`config.mk`:
```
export PLATFORM = sky130hd
export DESIGN_NAME = fb_vga_scanout
export DESIGN_NICKNAME = d
export VERILOG_FILES = /design/src/rtl/fb_pkg.sv /design/src/rtl/vga_timing_gen.sv /design/src/rtl/fb_vga_scanout.sv
export SDC_FILE = /design/constraint.sdc
export NUM_CORES = 1
export LEC_CHECK = 0
export BUFFER_PORTS_ARGS = -buffer_cell sky130_fd_sc_hd__buf_2
export CORE_MARGIN = 3
export CORE_UTILIZATION = 55
export CTS_CLUSTER_SIZE = 14
export DETAILED_ROUTE_END_ITERATION = 8
export GPL_TIMING_DRIVEN = 0
export PLACE_DENSITY = 0.79
export REMOVE_ABC_BUFFERS = 1
export SLEW_MARGIN = 25
export SYNTH_ARGS = -nofsm -noshare
export SYNTH_HDL_FRONTEND = slang
export SYNTH_SLANG_ARGS = --single-unit
```
`constraint.sdc`:
```
create_clock -name clk -period 2.16 [get_ports clk]
set_input_delay 0.432 -clock clk [delete_from_list [all_inputs] [get_ports clk]]
set_output_delay 0.432 -clock clk [all_outputs]
set_load 0.02 [all_outputs]
```
`src/rtl/fb_pkg.sv`:
```
// fb_pkg: constants and types shared by the framebuffer writer and the VGA
// scan-out stage.
//   FB_W / FB_H      default framebuffer size (320x240)
//   H_* / V_*        VGA 640x480@60 timing: visible, porches, sync, total
//   FB_ADDR_W        framebuffer address width
//   rgb444_t         one RGB444 pixel, 4 bits per channel
package fb_pkg;

  localparam int FB_W      = 320;
  localparam int FB_H      = 240;
  localparam int FB_ADDR_W = $clog2(FB_W * FB_H);

  localparam int H_VIS  = 640;
  localparam int H_FP   = 16;
  localparam int H_SYNC = 96;
  localparam int H_BP   = 48;
  localparam int H_TOT  = H_VIS + H_FP + H_SYNC + H_BP;

  localparam int V_VIS  = 480;
  localparam int V_FP   = 10;
  localparam int V_SYNC = 2;
  localparam int V_BP   = 33;
  localparam int V_TOT  = V_VIS + V_FP + V_SYNC + V_BP;

  typedef struct packed {
    logic [3:0] r;
    logic [3:0] g;
    logic [3:0] b;
  } rgb444_t;

  localparam rgb444_t RGB_BLACK = '{r: 4'h0, g: 4'h0, b: 4'h0};
  localparam rgb444_t RGB_RED   = '{r: 4'hF, g: 4'h0, b: 4'h0};

endpackage

```
`src/rtl/vga_timing_gen.sv`:
```
// vga_timing_gen: horizontal/vertical pixel counters advanced by pix_ce,
// plus the raster decodes derived from the current counter position.
// Ports:
//   clk, rst     clock, synchronous active-high reset
//   pix_ce       one-clk strobe per VGA pixel
//   h_cnt, v_cnt current raster position (0..H_TOT-1, 0..V_TOT-1)
//   visible      position lies inside the active picture
//   hs_n, vs_n   active-low sync decodes for the current position
//   frame_start  one-clk pulse on the pix_ce that samples (0,0)
//   line_end     one-clk pulse on the pix_ce that samples the last column
module vga_timing_gen #(
  parameter int H_VIS  = 640,
  parameter int H_FP   = 16,
  parameter int H_SYNC = 96,
  parameter int H_BP   = 48,
  parameter int V_VIS  = 480,
  parameter int V_FP   = 10,
  parameter int V_SYNC = 2,
  parameter int V_BP   = 33
) (
  input  logic       clk,
  input  logic       rst,
  input  logic       pix_ce,
  output logic [9:0] h_cnt,
  output logic [9:0] v_cnt,
  output logic       visible,
  output logic       hs_n,
  output logic       vs_n,
  output logic       frame_start,
  output logic       line_end
);

  localparam int H_TOT = H_VIS + H_FP + H_SYNC + H_BP;
  localparam int V_TOT = V_VIS + V_FP + V_SYNC + V_BP;

  localparam logic [9:0] H_LAST   = 10'(H_TOT - 1);
  localparam logic [9:0] V_LAST   = 10'(V_TOT - 1);
  localparam logic [9:0] H_VIS_L  = 10'(H_VIS);
  localparam logic [9:0] V_VIS_L  = 10'(V_VIS);
  localparam logic [9:0] HS_BEGIN = 10'(H_VIS + H_FP);
  localparam logic [9:0] HS_END   = 10'(H_VIS + H_FP + H_SYNC);
  localparam logic [9:0] VS_BEGIN = 10'(V_VIS + V_FP);
  localparam logic [9:0] VS_END   = 10'(V_VIS + V_FP + V_SYNC);

  always_ff @(posedge clk) begin
    if (rst) begin
      h_cnt <= '0;
      v_cnt <= '0;
    end else if (pix_ce) begin
      if (h_cnt == H_LAST) begin
        h_cnt <= '0;
        if (v_cnt == V_LAST) v_cnt <= '0;
        else                 v_cnt <= v_cnt + 10'd1;
      end else begin
        h_cnt <= h_cnt + 10'd1;
      end
    end
  end

  assign visible = (h_cnt < H_VIS_L) && (v_cnt < V_VIS_L);
  assign hs_n    = !((h_cnt >= HS_BEGIN) && (h_cnt < HS_END));
  assign vs_n    = !((v_cnt >= VS_BEGIN) && (v_cnt < VS_END));
  assign line_end = pix_ce && (h_cnt == H_LAST);

  // Unregistered on purpose: it must coincide with the pix_ce that samples
  // (0,0). Gated by rst so it stays low while reset is held.
  assign frame_start = pix_ce && !rst && (h_cnt == '0) && (v_cnt == '0);

endmodule

```
`src/rtl/fb_vga_scanout.sv`:
```
// fb_vga_scanout: reads a FB_W x FB_H RGB444 framebuffer through a 1-cycle
// synchronous BRAM port and scans it out as 640x480@60 VGA, doubling each
// framebuffer pixel horizontally and vertically. Addressing uses only
// counters and adders.
// Ports:
//   clk, rst       clock, synchronous active-high reset
//   pix_ce         one-clk strobe per VGA pixel, never on consecutive clks
//   rd_addr        framebuffer read address (registered)
//   rd_data        BRAM data, valid the clk after rd_addr; [11:0] = RGB444
//   render_y       writer's current scanline, used only by the overlay
//   vga_r/g/b      4-bit colour outputs
//   vga_hs, vga_vs active-low syncs
//   frame_start    one-clk pulse at the pix_ce that samples (0,0)
// Build option: define FB_SCANOUT_PROGRESS_EN to paint the framebuffer row
// equal to render_y solid red as a render-progress indicator.
module fb_vga_scanout #(
  parameter int FB_W   = fb_pkg::FB_W,
  parameter int FB_H   = fb_pkg::FB_H,
  parameter int H_VIS  = fb_pkg::H_VIS,
  parameter int H_FP   = fb_pkg::H_FP,
  parameter int H_SYNC = fb_pkg::H_SYNC,
  parameter int H_BP   = fb_pkg::H_BP,
  parameter int V_VIS  = fb_pkg::V_VIS,
  parameter int V_FP   = fb_pkg::V_FP,
  parameter int V_SYNC = fb_pkg::V_SYNC,
  parameter int V_BP   = fb_pkg::V_BP
) (
  input  logic                          clk,
  input  logic                          rst,
  input  logic                          pix_ce,
  output logic [$clog2(FB_W*FB_H)-1:0]  rd_addr,
  input  logic [15:0]                   rd_data,
  input  logic [7:0]                    render_y,
  output logic [3:0]                    vga_r,
  output logic [3:0]                    vga_g,
  output logic [3:0]                    vga_b,
  output logic                          vga_hs,
  output logic                          vga_vs,
  output logic                          frame_start
);

  import fb_pkg::*;

  localparam int AW = $clog2(FB_W * FB_H);
  localparam logic [9:0] V_LAST  = 10'(V_VIS + V_FP + V_SYNC + V_BP - 1);
  localparam logic [9:0] V_VIS_L = 10'(V_VIS);

  logic [9:0]    h_cnt;
  logic [9:0]    v_cnt;
  logic          visible;
  logic          hs_n;
  logic          vs_n;
  logic          line_end;
  logic          overlay_hit;

  logic [AW-1:0] row_base;
  logic          vis_d;
  logic          hs_d;
  logic          vs_d;
  logic          overlay_d;
  rgb444_t       pix_out;

  vga_timing_gen #(
    .H_VIS (H_VIS),
    .H_FP  (H_FP),
    .H_SYNC(H_SYNC),
    .H_BP  (H_BP),
    .V_VIS (V_VIS),
    .V_FP  (V_FP),
    .V_SYNC(V_SYNC),
    .V_BP  (V_BP)
  ) u_timing (
    .clk        (clk),
    .rst        (rst),
    .pix_ce     (pix_ce),
    .h_cnt      (h_cnt),
    .v_cnt      (v_cnt),
    .visible    (visible),
    .hs_n       (hs_n),
    .vs_n       (vs_n),
    .frame_start(frame_start),
    .line_end   (line_end)
  );

`ifdef FB_SCANOUT_PROGRESS_EN
  // v>>1 is the framebuffer row being shown; render_y values past the last
  // row mean "no row in progress".
  assign overlay_hit = visible
                    && (v_cnt[9:1] == {1'b0, render_y})
                    && (int'(render_y) < FB_H);
`else
  logic unused_render_y;
  assign unused_render_y = ^render_y;
  assign overlay_hit     = 1'b0;
`endif

  logic unused_rd_data_hi;
  assign unused_rd_data_hi = ^rd_data[15:12];

  // Stage 0: issue the BRAM address and carry the position decodes forward.
  // row_base tracks (v>>1)*FB_W by stepping once per pair of visible lines,
  // so it advances at the end of each odd line and clears on frame wrap.
  always_ff @(posedge clk) begin
    if (rst) begin
      row_base  <= '0;
      rd_addr   <= '0;
      vis_d     <= 1'b0;
      hs_d      <= 1'b1;
      vs_d      <= 1'b1;
      overlay_d <= 1'b0;
    end else if (pix_ce) begin
      vis_d     <= visible;
      hs_d      <= hs_n;
      vs_d      <= vs_n;
      overlay_d <= overlay_hit;
      if (visible) rd_addr <= row_base + AW'(h_cnt[9:1]);
      if (line_end) begin
        if (v_cnt == V_LAST)
          row_base <= '0;
        else if ((v_cnt < V_VIS_L) && v_cnt[0])
          row_base <= row_base + AW'(FB_W);
      end
    end
  end

  // Stage 1: rd_data has been valid since the clk after stage 0, so it is
  // safe to capture on this pix_ce together with the delayed syncs.
  always_ff @(posedge clk) begin
    if (rst) begin
      pix_out <= RGB_BLACK;
      vga_hs  <= 1'b1;
      vga_vs  <= 1'b1;
    end else if (pix_ce) begin
      vga_hs <= hs_d;
      vga_vs <= vs_d;
      if (!vis_d)         pix_out <= RGB_BLACK;
      else if (overlay_d) pix_out <= RGB_RED;
      else                pix_out <= rgb444_t'(rd_data[11:0]);
    end
  end

  assign vga_r = pix_out.r;
  assign vga_g = pix_out.g;
  assign vga_b = pix_out.b;

endmodule
```
---- After elaboration in Yosys (flattened, before gate mapping) ----
Cells that the tools add are included.
word-level totals
  bits of input ports ..................... 27
  output and inout bits ................... 32
  logic and storage cells ................. 46
  register bits after elaboration ......... 71
operators by class
  muxes and demuxes ....................... 5
  magnitude comparators ................... 6
  eq/ne operators ......................... 2
  $add $sub $neg .......................... 4
  reduce and logical (&&, ||, !) cells .... 17
operator list
  cell                   number
  $mux 17                2
  $add 10x1->10 const B  2
  $eq 10x10->1 const B   2
  $logic_not 10->1       2
  $lt 10x10->1 const B   2
  $lt 10x9->1 const B    2
  $mux 10                2
  $add 17x9->17          1
  $add 17x9->17 const B  1
  $mux 12                1
  $ge 10x10->1 const B   1
  $ge 10x9->1 const B    1
  $logic_and 1x1->1      8
  $reduce_and 2->1       2
  $logic_not 1->1        3
  $reduce_and 3->1       1
  $reduce_bool 2->1      1

---- Longest topological paths before layout ----
  depth in word-level cells ............... 4
  gate-level depth with buffers ........... 7
  mapped depth without buffers ............ 6

---- By module ----
A second synthesis with hierarchy kept.
second synthesis, totals
  cell total of the unflattened synthesis .. 370
  area total of the unflattened synthesis .. 3195.6 sq um
by module, submodules not included
  module          times used  cells each  area an instance (sq um)
  fb_vga_scanout  1           245         2104.5
  vga_timing_gen  1           125         1091.0

---- Least setup slack after synthesis ----
No wires, ideal clock.
  path kind ............................... input-to-output
  start ................................... input port pix_ce
  end ..................................... output port frame_start
  stages .................................. 4
  path buffers ............................ 1
  setup slack ............................. 0.008 ns
  arrival ................................. 1.720 ns
  path through ............................ clkbuf_1 -> nor4b_1 -> nand4_1 -> nor4_1
between the ends
  longest elaborated chain between the ends .. 3
RTL lines
  item                             RTL line              source
  from (decl)                      fb_vga_scanout.sv:30  input logic pix_ce,
  $logic_and 1x1->1 (3 in series)  vga_timing_gen.sv:67  assign frame_start = pix_ce && !rst && (h_cnt == '0) && (v_cnt == '0);
  to (decl)                        fb_vga_scanout.sv:39  output logic frame_start
No other way between the ends.

---- Final worst setup path ----
  start ................................... register u_timing.h_cnt[6]
  end ..................................... register u_timing.v_cnt[8]
between the ends
  longest elaborated chain between the ends .. 2
RTL lines
  item                        RTL line              source
  from (decl)                 vga_timing_gen.sv:24  output logic [9:0] h_cnt,
  from (signal assigned)      vga_timing_gen.sv:55  h_cnt <= h_cnt + 10'd1;
  $eq 10x10->1                vga_timing_gen.sv:50  if (h_cnt == H_LAST) begin
  $reduce_and 2->1 (no line)  n/a
  to (signal assigned)        vga_timing_gen.sv:53  else v_cnt <= v_cnt + 10'd1;
  to (decl)                   vga_timing_gen.sv:25  output logic [9:0] v_cnt,
No other way between the ends.
A chain may end at the register's enable or synchronous reset.

==> results.md <==
- Clk_lat worst skew: ~0.32 ns
- Critical Path End Type: flip-flop
- Total power: 2.30 mW
- WHS: 0.337 ns
- Layout Cells excl Fill: ~490
- Final Setup Violations: 0
- First-pass GRT wire length: about 11000 um
- Synth warn: 0
- Port Buffer Count: 46
- Cells after DPL: between 400 and 500
- Final worst slack: around 0.056 ns
- R2r worst-path depth: 4
- Fmax: around 0.48 GHz
- Power Density: 619 nW/um^2
- Pre-Repair DR Iteration Count: 4
- Worst setup SP type: flip-flop
- Vias in the first global route: between 2000 and 2500
- Post-CTS Hold Buffers: 0
- Clock buffer depth: 2
- Worst endpoint required time: roughly 2.4 ns
- RSZ-0062 raised after global routing: yes
- Global route overflow: 0
- Post-synth EDFFs: 0
- CTS H-tree lvls: 3
- Initial drt markers: around 140
- Crit path max fanout: 11
- Initial antenna violation count: 0
- Post-Synthesis Cells: around 380
- Wire length per cell: 14.6 um
- I/O pins: about 60
- Fin crit share: 0.974
- Die Width: around 80 um
- Number of synthesized register bits: 65
- Hold Path Class: in -> reg
- Status: finished, final reports clean
- Synth unique cells: between 40 and 50
- DRT Wirelength: between 7000 and 8000 um
- Die Area: between 6000 and 7000 um^2
- DP Worst Slack: -0.881 ns
- Final min period: about 2.1 ns
- Final hold vios: 0
- Share of the synthesized area in the top cell type: 0.405
- # Max-Cap Violations: 0
- Share of post-route cells with drive strength above 1: 0.214
- Top cell type by total area after synthesis: dfxtp_1
- Final Skew: approximately 0.011 ns
- TritonCTS clock tree: done
- Crit Path Class: reg -> reg
- Pleak: between 1 and 1.5 nW
- Worst rel slew slack: 0.452
- Initial Utilization: 0.576
- Total CTS buffers: 9
- Post-Syn Area: ~3200 um^2
- Final GP Congestion: about 0.8
- Post-Syn Area per Cell: ~8.5 um^2
- Setup TNS: 0 ns
- DRC Markers: 0
- Core area: between 5000 and 6000 um^2
- Clock Tree Root: clkbuf_8
- Die H: 82.4 um
- Nets@finish: around 450
- DRT antenna net count: 0
- Post-DP HPWL: roughly 4400 um
- Count of final max-slew check failures: 0
- VDD IR max: a little under 0.4 mV
- Clock Sinks: 65
- Std-Cell Rows: 27
- CP Data Arrival Time: around 2.4 ns
- Seq/Total Area, Yosys: 0.405
- Routed vias/inst: around 5.8
- Area grow syn2layout: 15.6%
- # fillers: 440
- Routed via count: 2847
- GR Util All Layers: 0.209
- Diode count: 0
- Hold Crit Depth: 3
- Synth area leaders: dfxtp_1 (41%), a21oi_1 (5.1%), o21ai_0 (4.5%)
- Largest net degree at the start of global routing: between 40 and 50
- Dominant synthesized flop cell: dfxtp_1
- Clock transition at the registers of the reported paths: 0.07 ns
- Worst-margin pin slew: around 0.82 ns
- Fraction of registers with async set/reset: 0
[worst max-delay path, cell delays in order (launching register included)]
cell     delay, ns
dfxtp_1       0.44
nor4b_4       0.56
nand4_4       0.32
or4_1         0.58
a21oi_1       0.14
[Yosys cell counts, types with 4 or more instances]
master	instances
and3_1	4
nand4_1	12
nand3_1	9
buf_2	9
a31oi_1	6
o21ai_0	29
o211ai_1	7
clkbuf_1	12
a211oi_1	5
nor2_1	37
nand2_1	31
xor2_1	6
a2111oi_2	6
xnor2_1	8
or3_1	11
inv_1	8
mux2i_1	10
dfxtp_1	65
ha_1	8
nor3_1	6
nor2b_1	13
a21oi_1	33
[layer usage]
layer	part of all wire	vias to the layer above	track usage
met5	0	-	0
met4	0.0077	0	0.0482
met3	0.054	7	0.0380
met2	0.48	83	0.365
met1	0.46	1327	0.268
li1	-	1430	-
[logic make-up (layout without fill, tap and decap cells)]
logic type | Yosys count | after routing | share of synthesized area
compound gates | 96 | 96 | 0.191
xor+xnor | 14 | 14 | 0.0382
buf+inv | 35 | 73 | 0.0510
flops | 65 | 65 | 0.405
fa+ha+maj | 8 | 8 | 0.0312
mux | 10 | 10 | 0.0312
simple gates | 148 | 150 | 0.253
[layout make-up]
| cell class | count | area, um^2 | share of cell area |
|---|---|---|---|
| clock buffer | 11 | 141 | 0.0381 |
| clock inverter | 5 | 31.3 | 0.00843 |
| inverter | 8 | 30.0 | 0.00809 |
| multi-input combinational | 278 | 1850 | 0.498 |
| sequential | 65 | 1310 | 0.353 |
| tap | 72 | 90.1 | 0.0243 |
| timing repair buffer | 49 | 260 | 0.0701 |
[what timing repair did]
| item | in CTS | in global routing |
|---|---|---|
| setup endpoints to repair | 27 | 18 |
| gates resized for setup | 6 | 15 |
| buffers inserted | 0 | 3 |
| gates cloned | 1 | 1 |
| pin swaps | 0 | 3 |
[layout by cell type (no fill, tap or decap), drive strengths merged, types with 2 or more instances in the layout]
cell,count
o211ai,7
nand3,10
a2111oi,6
nor2b,13
nor3,6
a31oi,6
ha,8
and4,4
nor2,37
dfxtp,65
nor4,2
xnor2,8
o21ai,31
clkinv,4
or4,3
xor2,6
inv,8
clkbuf,11
and3,4
buf,49
and2,3
mux2i,10
nand4,15
a211oi,6
or3,12
nand2,31
a311oi,3
nor4b,4
a21oi,33
nand4b,3
[final timing paths]
kind	startpoint	end	slack, ns
hold reg to reg	rd_addr[4]	rd_addr[4]	0.45
setup reg to reg	u_timing.h_cnt[6]	u_timing.v_cnt[8]	0.06
hold / removal	rd_data[1]	vga_b[1]	0.34
setup / recovery	u_timing.h_cnt[6]	u_timing.v_cnt[8]	0.06
[registers in the layout, indices dropped and copies added (netlist names), 4 cells and up]
name	flops
rd_addr	17
row_base	11
u_timing.h_cnt	10
u_timing.v_cnt	10
vga_b	4
vga_g	4
vga_r	4
[where the power goes]
part | internal [mW] | switching [mW]
sequential | 1.22 | 0.0103
clock | 0.445 | 0.467
combinational | 0.0603 | 0.0996
[metrics by stage]
step	cell area, um^2	util
2_1_floorplan	3080	-
3_3_place_gp	3400	0.610
3_5_place_dp	3400	0.610
4_1_cts	3620	0.650
5_1_grt	3710	0.666
6_report	3710	0.666
Note: power is estimated with default switching activity, not from simulation.
